===== src/rtl/weight_pkg.sv =====
// -----------------------------------------------------------------------------
// weight_pkg
// Shared types and constants for the weight store write side.
//   state_t          loader FSM state encoding
//   DEFAULT_WEIGHT_W default weight width in bits
//   ADDR_W           width of read/write addresses and of load_count
//   accepts_start()  true in the states where a start pulse begins a load
// -----------------------------------------------------------------------------
package weight_pkg;

    localparam int DEFAULT_WEIGHT_W = 8;
    localparam int ADDR_W           = 32;

    typedef enum logic [1:0] {
        ST_IDLE  = 2'd0,
        ST_LOAD  = 2'd1,
        ST_CHECK = 2'd2,
        ST_DONE  = 2'd3
    } state_t;

    // A load may only be (re)started from a quiescent state; start is
    // deliberately ignored while a load or checksum transfer is pending.
    function automatic logic accepts_start(input state_t s);
        return (s == ST_IDLE) || (s == ST_DONE);
    endfunction

endpackage


===== src/rtl/weight_ram.sv =====
// -----------------------------------------------------------------------------
// weight_ram
// N x WEIGHT_W weight storage with one synchronous write port and one
// combinational read port. No reset: contents survive rst so a partial load
// leaves the untouched entries intact.
//   clk    in   write clock, rising edge
//   we     in   write enable
//   waddr  in   write address; writes at or above N are dropped
//   wdata  in   write data
//   raddr  in   read address
//   rdata  out  mem[raddr] when raddr < N, otherwise 0
// -----------------------------------------------------------------------------
module weight_ram
    import weight_pkg::*;
#(
    parameter int N        = 10,
    parameter int WEIGHT_W = DEFAULT_WEIGHT_W
) (
    input  logic                clk,
    input  logic                we,
    input  logic [ADDR_W-1:0]   waddr,
    input  logic [WEIGHT_W-1:0] wdata,
    input  logic [ADDR_W-1:0]   raddr,
    output logic [WEIGHT_W-1:0] rdata
);

    localparam int IDX_W = (N > 1) ? $clog2(N) : 1;

    logic [WEIGHT_W-1:0] mem [0:N-1];
    logic                waddr_ok;
    logic                raddr_ok;

    assign waddr_ok = (waddr < ADDR_W'(N));
    assign raddr_ok = (raddr < ADDR_W'(N));

    always_ff @(posedge clk) begin
        if (we && waddr_ok) begin
            mem[waddr[IDX_W-1:0]] <= wdata;
        end
    end

    // Out-of-range selects read as zero, matching the fixed ROM it replaces.
    always_comb begin
        rdata = '0;
        if (raddr_ok) begin
            rdata = mem[raddr[IDX_W-1:0]];
        end
    end

endmodule


===== src/rtl/weight_loader.sv =====
// -----------------------------------------------------------------------------
// weight_loader
// Loads a serial stream of weights (valid/ready) into an internal weight RAM
// at sequential addresses 0..N-1, and exposes the ROM-compatible read port.
//
// Optional feature macro: WEIGHT_CHECKSUM_EN
//   When defined, one extra byte is accepted after the Nth weight and compared
//   against the modulo-2^WEIGHT_W sum of the loaded weights; chk_err reports a
//   mismatch. When undefined, there is no CHECK state and no chk_err port.
//
// Ports
//   clk         in   system clock, rising edge
//   rst         in   asynchronous active-high reset
//   start       in   one-cycle pulse, starts a load from IDLE or DONE
//   in_valid    in   in_data holds a weight
//   in_data     in   weight, presented in address order
//   in_ready    out  a weight (or checksum) is accepted this cycle if valid
//   busy        out  load in progress
//   done        out  all N weights loaded; held until the next start
//   load_count  out  number of weights accepted in the current load
//   input_sel   in   read address
//   result      out  weight at input_sel (0 when out of range), combinational
//   chk_err     out  checksum mismatch (only with WEIGHT_CHECKSUM_EN)
//
// States
//   state    | meaning
//   ---------+------------------------------------------------------------
//   ST_IDLE  | after reset; waiting for start, in_valid ignored
//   ST_LOAD  | accepting weights, one per in_valid cycle
//   ST_CHECK | accepting the trailing checksum byte (checksum build only)
//   ST_DONE  | all weights written; waiting for a restart
// -----------------------------------------------------------------------------
module weight_loader
    import weight_pkg::*;
#(
    parameter int N        = 10,
    parameter int WEIGHT_W = DEFAULT_WEIGHT_W
) (
    input  logic                clk,
    input  logic                rst,
    input  logic                start,
    input  logic                in_valid,
    input  logic [WEIGHT_W-1:0] in_data,
    output logic                in_ready,
    output logic                busy,
    output logic                done,
    output logic [ADDR_W-1:0]   load_count,
    input  logic [ADDR_W-1:0]   input_sel,
    output logic [WEIGHT_W-1:0] result
`ifdef WEIGHT_CHECKSUM_EN
    ,
    output logic                chk_err
`endif
);

    state_t state;
    state_t state_nxt;

    logic   restart;
    logic   wr_en;
    logic   last_word;

    // start only counts in IDLE/DONE; the same qualified pulse clears the
    // counter (and the checksum state) so they restart with the FSM.
    assign restart   = start && accepts_start(state);
    assign wr_en     = in_valid && (state == ST_LOAD);
    assign last_word = (load_count == ADDR_W'(N - 1));

    // -------------------------------------------------------------------------
    // State register
    // -------------------------------------------------------------------------
    always_ff @(posedge clk or posedge rst) begin
        if (rst) begin
            state <= ST_IDLE;
        end else begin
            state <= state_nxt;
        end
    end

    // -------------------------------------------------------------------------
    // Next-state logic
    // -------------------------------------------------------------------------
    always_comb begin
        state_nxt = state;
        case (state)
            ST_IDLE: begin
                if (start) begin
                    state_nxt = ST_LOAD;
                end
            end
            ST_LOAD: begin
                if (in_valid && last_word) begin
`ifdef WEIGHT_CHECKSUM_EN
                    state_nxt = ST_CHECK;
`else
                    state_nxt = ST_DONE;
`endif
                end
            end
            ST_CHECK: begin
`ifdef WEIGHT_CHECKSUM_EN
                if (in_valid) begin
                    state_nxt = ST_DONE;
                end
`else
                state_nxt = ST_IDLE;
`endif
            end
            ST_DONE: begin
                if (start) begin
                    state_nxt = ST_LOAD;
                end
            end
            default: state_nxt = ST_IDLE;
        endcase
    end

    // -------------------------------------------------------------------------
    // Output decode
    // -------------------------------------------------------------------------
    always_comb begin
        in_ready = 1'b0;
        busy     = 1'b0;
        done     = 1'b0;
        case (state)
            ST_LOAD: begin
                in_ready = 1'b1;
                busy     = 1'b1;
            end
            ST_CHECK: begin
                in_ready = 1'b1;
                busy     = 1'b1;
            end
            ST_DONE: begin
                done = 1'b1;
            end
            default: ;
        endcase
    end

    // -------------------------------------------------------------------------
    // Accepted-weight counter; doubles as the RAM write address. It can only
    // increment in LOAD, and LOAD is left on the transfer at N-1, so it tops
    // out at N and holds there through CHECK/DONE.
    // -------------------------------------------------------------------------
    always_ff @(posedge clk or posedge rst) begin
        if (rst) begin
            load_count <= '0;
        end else if (restart) begin
            load_count <= '0;
        end else if (wr_en) begin
            load_count <= load_count + ADDR_W'(1);
        end
    end

`ifdef WEIGHT_CHECKSUM_EN
    // -------------------------------------------------------------------------
    // Running sum of the loaded weights and the checksum compare.
    // -------------------------------------------------------------------------
    logic [WEIGHT_W-1:0] sum;

    always_ff @(posedge clk or posedge rst) begin
        if (rst) begin
            sum     <= '0;
            chk_err <= 1'b0;
        end else if (restart) begin
            sum     <= '0;
            chk_err <= 1'b0;
        end else begin
            if (wr_en) begin
                sum <= sum + in_data;
            end
            if ((state == ST_CHECK) && in_valid && (in_data != sum)) begin
                chk_err <= 1'b1;
            end
        end
    end
`endif

    // -------------------------------------------------------------------------
    // Storage
    // -------------------------------------------------------------------------
    weight_ram #(
        .N        (N),
        .WEIGHT_W (WEIGHT_W)
    ) u_ram (
        .clk   (clk),
        .we    (wr_en),
        .waddr (load_count),
        .wdata (in_data),
        .raddr (input_sel),
        .rdata (result)
    );

endmodule


===== config.mk =====
export PLATFORM = sky130hd
export DESIGN_NAME = weight_loader
export DESIGN_NICKNAME = d
export VERILOG_FILES = /design/src/rtl/weight_pkg.sv /design/src/rtl/weight_ram.sv /design/src/rtl/weight_loader.sv
export SDC_FILE = /design/constraint.sdc
export NUM_CORES = 1
export LEC_CHECK = 0
export ABC_AREA = 1
export CORE_ASPECT_RATIO = 1.5
export CORE_UTILIZATION = 40
export CTS_CLUSTER_DIAMETER = 40
export CTS_CLUSTER_SIZE = 14
export DETAILED_ROUTE_END_ITERATION = 8
export GPL_TIMING_DRIVEN = 0
export PLACE_DENSITY = 0.62
export SYNTH_ARGS = -nofsm -noshare
export SYNTH_HDL_FRONTEND = slang
export SYNTH_SLANG_ARGS = --single-unit

===== constraint.sdc =====
create_clock -name clk -period 2.63 [get_ports clk]
set_clock_uncertainty 0.05 [all_clocks]
set_input_delay 0.526 -clock clk [delete_from_list [all_inputs] [get_ports clk]]
set_output_delay 0.526 -clock clk [all_outputs]
set_load 0.03 [all_outputs]

==> metrics.txt, run 1 <==
outcome finished with violations; violated checks negative setup slack; CP most frequent cell nand2_1; Fin. Hold Viols 0; Initial Util between 40 and 50%; Crit Path Category in2reg; CTS Root Cell clkbuf_16; Post-Syn Area per Cell 8.721 sq um; Total Routing Usage GR 20.43%; R2R Path Start state[1]$_DFFE_PP0P_; max frequency 375.7 MHz; P per Cell Area about 700 mW/mm^2; dpl hpwl 10640 um; Die H 147.1 um; Setup WS post-layout -0.03197 ns; worst-skew pair later-pin latency roughly 0.40 ns; worst r2r dst u_ram.mem[8][1]$_DFFE_PP_; commonest non-fill, non-tap cell in the layout nand2_1; total clock sinks 114; CP Depth 9; Antenna diodes 0; Slew @ Worst Pin 0.5857 ns; CTS tree done; first-pass GRT wire length 22810 um; Max Cap Viol 0; Post-Syn Area 0.005617 sq mm; Worst setup SP type input pin; Hold/Removal Path Class in2async; CTS buffer count 17; FF-to-FF path depth 10; count of input and output buffers 84; setup slack, reg-to-reg -0.02 ns; deepest clock path buffer count 2; First DRT Iteration DRCs 252; VDD IR max 509.1 uV; RSZ-0062 raised after global routing yes; Worst slew margin 60.91%; sequential cell area between 0.003 and 0.004 sq mm; die width approximately 100 um; DR DRC count 0; Bufs and invs on worst path 3; Final Util 54.18%; yosys warns 0; initial antenna violation count 0; critical-path cell list clkdlybuf4s50_1 > nand2_1 > inv_2 > buf_6 > nand3_1 > nor2_1 > and2_1 > nand2_1 > nor2_2; met2 Resource Use GR 38.95%; Layout area overhead 31.17%; WP data arrival 2.65 ns; share of cells above drive strength 1 12.37%; CP peak stage delay 0.53 ns; drt pass-1 iters 4; number of global-route vias before repair 4744; P_leak roughly 3.0 nW; Top Family by Delay on Critical Path simple AND/OR/NAND/NOR gates; WL/cell approximately 16 um; grt met1 use roughly a fifth; Tcrit/Tclk final 101.2%; Placer Congestion 0.8409; # nets final 807; htree depth 4; Yosys cell types 29; minimum clock period approximately 2.7 ns; post-DR vias/cell approximately 5; sequential share of the synthesized area 57.92%; Slowest cell on crit path clkdlybuf4s50_1; Mapped Cells 644; WL final 14440 um; antenna-violating nets left 0; Crit Path Max Fanout 10; number of cell rows 52; met3 Use GR 4.757%; Final Max Slew Viols 0; Most Used Layer, Global Route met2; most frequent cells in the layout 185 x nand2_1, 85 x nor2_1, 80 x edfxtp_1; CP required between 2 and 3 ns; DIE AREA between 0.01 and 0.015 sq mm; placed insts ~890; core area 0.01360 sq mm; Total Power 0.005171 W; crit end category register; Finished Layout Cells 930; clk slew on worst S/H paths 0.06 ns; hold buffers post-CTS 0; largest net degree at the start of global routing 24; fillcell total 1209; setup violators final 15; I/O pin count 87; grt total ovfl 0; Seq cells post-synth 114; multi-input logic area 0.002100 sq mm; syn_nets between 600 and 700; vias post-DR approximately 4700
==> worst max path at each step <==
stage / slack, ns / to / from
finish: -0.03 / u_ram.mem[8][1]$_DFFE_PP_ / in_valid
detailed placement: -0.66 / u_ram.mem[0][2]$_DFFE_PP_ / in_valid
floorplan: 0.16 / result[4] / input_sel[1]
CTS: -0.16 / u_ram.mem[4][1]$_DFFE_PP_ / state[1]$_DFFE_PP0P_
global route: -0.17 / u_ram.mem[8][1]$_DFFE_PP_ / state[1]$_DFFE_PP0P_
global placement: -0.65 / result[6] / input_sel[3]
==> registers in the layout, indices dropped and copies added, names as in the netlist <==
signal / count
load_count: 32
state: 2
u_ram.mem: 80
==> kinds of logic (layout without fill, tap and decap cells) <==
family	after synthesis	count (layout)	synth area share [%]
fa+ha+maj	8	8	1.782
buf+inv	83	207	6.015
flops	114	114	57.92
compound gates	58	58	5.369
simple gates	381	381	28.92
==> cells in the mapped netlist, drive strengths merged <==
library cell / count / area [sq um]
o211ai: 1 / 7.510
buf: 14 / 78.83
a21oi: 37 / 185.2
a31oi: 1 / 6.260
ha: 8 / 100.1
edfxtp: 80 / 2402
and2: 1 / 6.260
nand3: 60 / 317.8
clkbuf: 4 / 15.01
o21a: 2 / 15.01
dfrtp: 34 / 850.8
or2: 1 / 6.260
nand3b: 2 / 15.01
a211oi: 1 / 7.510
nand2: 188 / 710.7
nand4: 6 / 37.54
nor2: 104 / 430.4
inv: 65 / 244.0
o21ai: 16 / 80.08
nor3: 19 / 100.1
==> routing by layer <==
layer | vias up | routed length, um
li1 | 2340 | -
met1 | 2162 | 5481
met2 | 134 | 8088
met3 | 14 | 638
met4 | 0 | 227
met5 | - | 0
==> report_power, final <==
part	internal [W]	leakage, nW	total, W	switching [W]
clock	0.00130	0.264	0.00214	0.000835
combinational	0.000319	1.56	0.000951	0.000632
sequential	0.00203	1.19	0.00208	0.0000565
total	0.00365	3.02	0.00517	0.00152
==> what timing repair did <==
action,CTS,global route
setup buffers,2,5
endpoints found under the hold margin,0,0
resized for setup,56,31
pin swaps,0,3
setup endpoints to repair,89,88
==> through the flow <==
| stage | area (sq um) | hold WS, ns | setup WS, ns | TNS [ns] |
|---|---|---|---|---|
| finish | 7367 | 0.4330 | -0.03197 | -0.2726 |
| global route | 7367 | 0.4863 | -0.1719 | -5.818 |
| CTS | 7274 | 0.4408 | -0.1622 | -2.498 |
| detailed placement | 6688 | 0.4804 | -0.6593 | -47.26 |
| global placement | 6660 | 0.4654 | -0.6465 | -43.39 |
| floorplan | 5617 | 0.4401 | 0.1617 | 0 |
==> area by class of cell <==
type	count	share of cell area, %
clock inverters	15	1.834
flip-flops and latches	114	44.16
inverters	65	3.363
repair buffers	92	12.25
plain buffers	18	1.376
well taps	162	2.751
clock buffers	17	5.774
multi-input cells	447	28.50
No activity file was read; power rests on OpenSTA's default activity.
==> run 2: changes to the inputs <==
- CAP_MARGIN: default -> 20
==> results of run 2 <==
Same layout as run 1: the final DEF is identical, and so are final timing and power.
==> run 3: changes to the inputs <==
- REMOVE_ABC_BUFFERS: default -> 1
==> metrics.txt, run 3 (synthesis gave the netlist of run 1 again) <==
outcome completed; share of cells above drive strength 1 12.20%; Bufs and invs on worst path 3; WP data arrival 2.00 ns; post-DR vias/cell 5.102; hold buffers post-CTS 0; Crit Path Category in2out; worst hold start load_count[19]$_DFFE_PP0P_; vias post-DR 4673; die width between 90 and 100 um; Hold/Removal Path Class reg2reg; First DRT Iteration DRCs 191; Antenna diodes 0; max frequency 387.5 MHz; WL/cell around 16 um; crit end category output port; count of input and output buffers 86; Crit Path Max Fanout 8; Final Util 54.24%; deepest clock path buffer count 2; Layout area overhead 31.32%; met3 Use GR 4.567%; worst setup path start input_sel[13]; Setup WS post-layout ~0.049 ns; Tcrit/Tclk final between 90% and 100%; CP required 2.05 ns; largest net degree at the start of global routing 35; htree depth 4; P_leak 2.977 nW; CP peak stage delay 0.41 ns; Fin Setup TNS 0 ns; commonest non-fill, non-tap cell in the layout nand2_1; Placer Congestion 0.9645; Most Used Layer, Global Route met2; CTS buffer count 17; antenna-violating nets left 0; WL final 14870 um; Max Cap Viol 0; dpl hpwl 10140 um; # nets final 793; setup violators final 0; grt met1 use 22.72%; Largest register FFs 80; Worst slew margin 48.15%; DR DRC count 0; VDD IR max 402.3 uV; grt total ovfl 0; Final Max Slew Viols 0; clk slew on worst S/H paths 0.06 ns; met2 Resource Use GR 40.21%; I/O pin count 87; RSZ-0062 raised after global routing yes; CTS tree done; total clock sinks 114; first-pass GRT wire length 23450 um; drt pass-1 iters 4; sequential cell area roughly 0.0033 sq mm; initial antenna violation count 0; Slowest cell on crit path clkdlybuf4s50_1; minimum clock period 2.581 ns; DIE AREA around 0.015 sq mm; Fin. Hold Viols 0; Die H 147.1 um; Top Family by Delay on Critical Path buffers and inverters; worst-skew pair later-pin latency 0.42 ns; fillcell total ~1200; most frequent cells in the layout 184 x nand2_1, 85 x nor2_1, 80 x edfxtp_1; number of global-route vias before repair about 4700; Slew @ Worst Pin approximately 0.78 ns; P per Cell Area 700.7 mW/mm^2; Worst setup SP type input pin; Total Routing Usage GR 21.36%; core area around 0.014 sq mm; R2R Path Start state[1]$_DFFE_PP0P_; number of cell rows between 50 and 60; critical-path cell list clkdlybuf4s50_1 > nor2_1 > nand4_1 > nor2_1 > nand2_2 > buf_4 > nor3_2 > buf_4; multi-input logic area 0.002126 sq mm; pre-CTS setup slack -1.520 ns; Initial Util 41.30%; CTS Root Cell clkbuf_16
==> run 3: report_power, final <==
part	total [W]	leakage, nW	switching, W	internal [W]
clock network	0.00217	0.261	0.000827	0.00134
registers	0.00208	1.19	0.0000581	0.00203
logic	0.000917	1.53	0.000618	0.000299
total	0.00517	2.98	0.00150	0.00367
==> run 3: final timing paths <==
path / slack (ns) / depth (start not counted) / end
min reg2reg: 0.49 / 1 / load_count[19]$_DFFE_PP0P_
min in group asynchronous: 0.53 / 2 / state[1]$_DFFE_PP0P_
min: 0.49 / 1 / load_count[19]$_DFFE_PP0P_
max in group asynchronous: 1.50 / 2 / load_count[6]$_DFFE_PP0P_
max: 0.05 / 8 / result[0]
max reg2reg: 0.08 / 9 / u_ram.mem[0][2]$_DFFE_PP_
==> run 3: worst register-to-register path, cell delays in order, from the launching register on <==
cell and delay, ns:
dfrtp_1 0.41, inv_1 0.09, ha_1 0.17, nand2_1 0.22, inv_4 0.24, nand3_1 0.10, nor2_1 0.08, and2_1 0.18
nand2_1 0.14, nor2_2 0.49
==> run 3: per-stage QoR <==
step / cell area (sq um) / hold WS, ns / instances / total power, W
finish: 7376 / 0.4945 / 916 / 0.005169
global route: 7376 / 0.5338 / 916 / 0.005370
CTS: 7287 / 0.5000 / 912 / 0.005174
detailed placement: 6641 / 0.4914 / 876 / 0.003003
global placement: 6586 / 0.4609 / 874 / 0.002972
floorplan: 5523 / 0.4401 / 626 / 0.002611
==> run 3: cell type report <==
type | instances | share of cell area [%]
clock buffers | 19 | 6.141
well taps | 162 | 2.748
flip-flops and latches | 114 | 44.11
multi-input cells | 447 | 28.82
inverters | 65 | 3.494
repair buffers | 96 | 13.18
clock inverters | 13 | 1.510
==> run 3: metal layers <==
layer  wire length [um]  part of all wire [%]
met1               5702                    38
met2               8240                    55
met3                648                   4.4
met4                278                   1.9
met5                  0                     0
==> run 3: repair_timing <==
item,in CTS,in global routing
endpoints found under the setup margin,89,90
cloned,0,1
pin swaps,0,1
gates resized for setup,65,38
buffers inserted,4,3
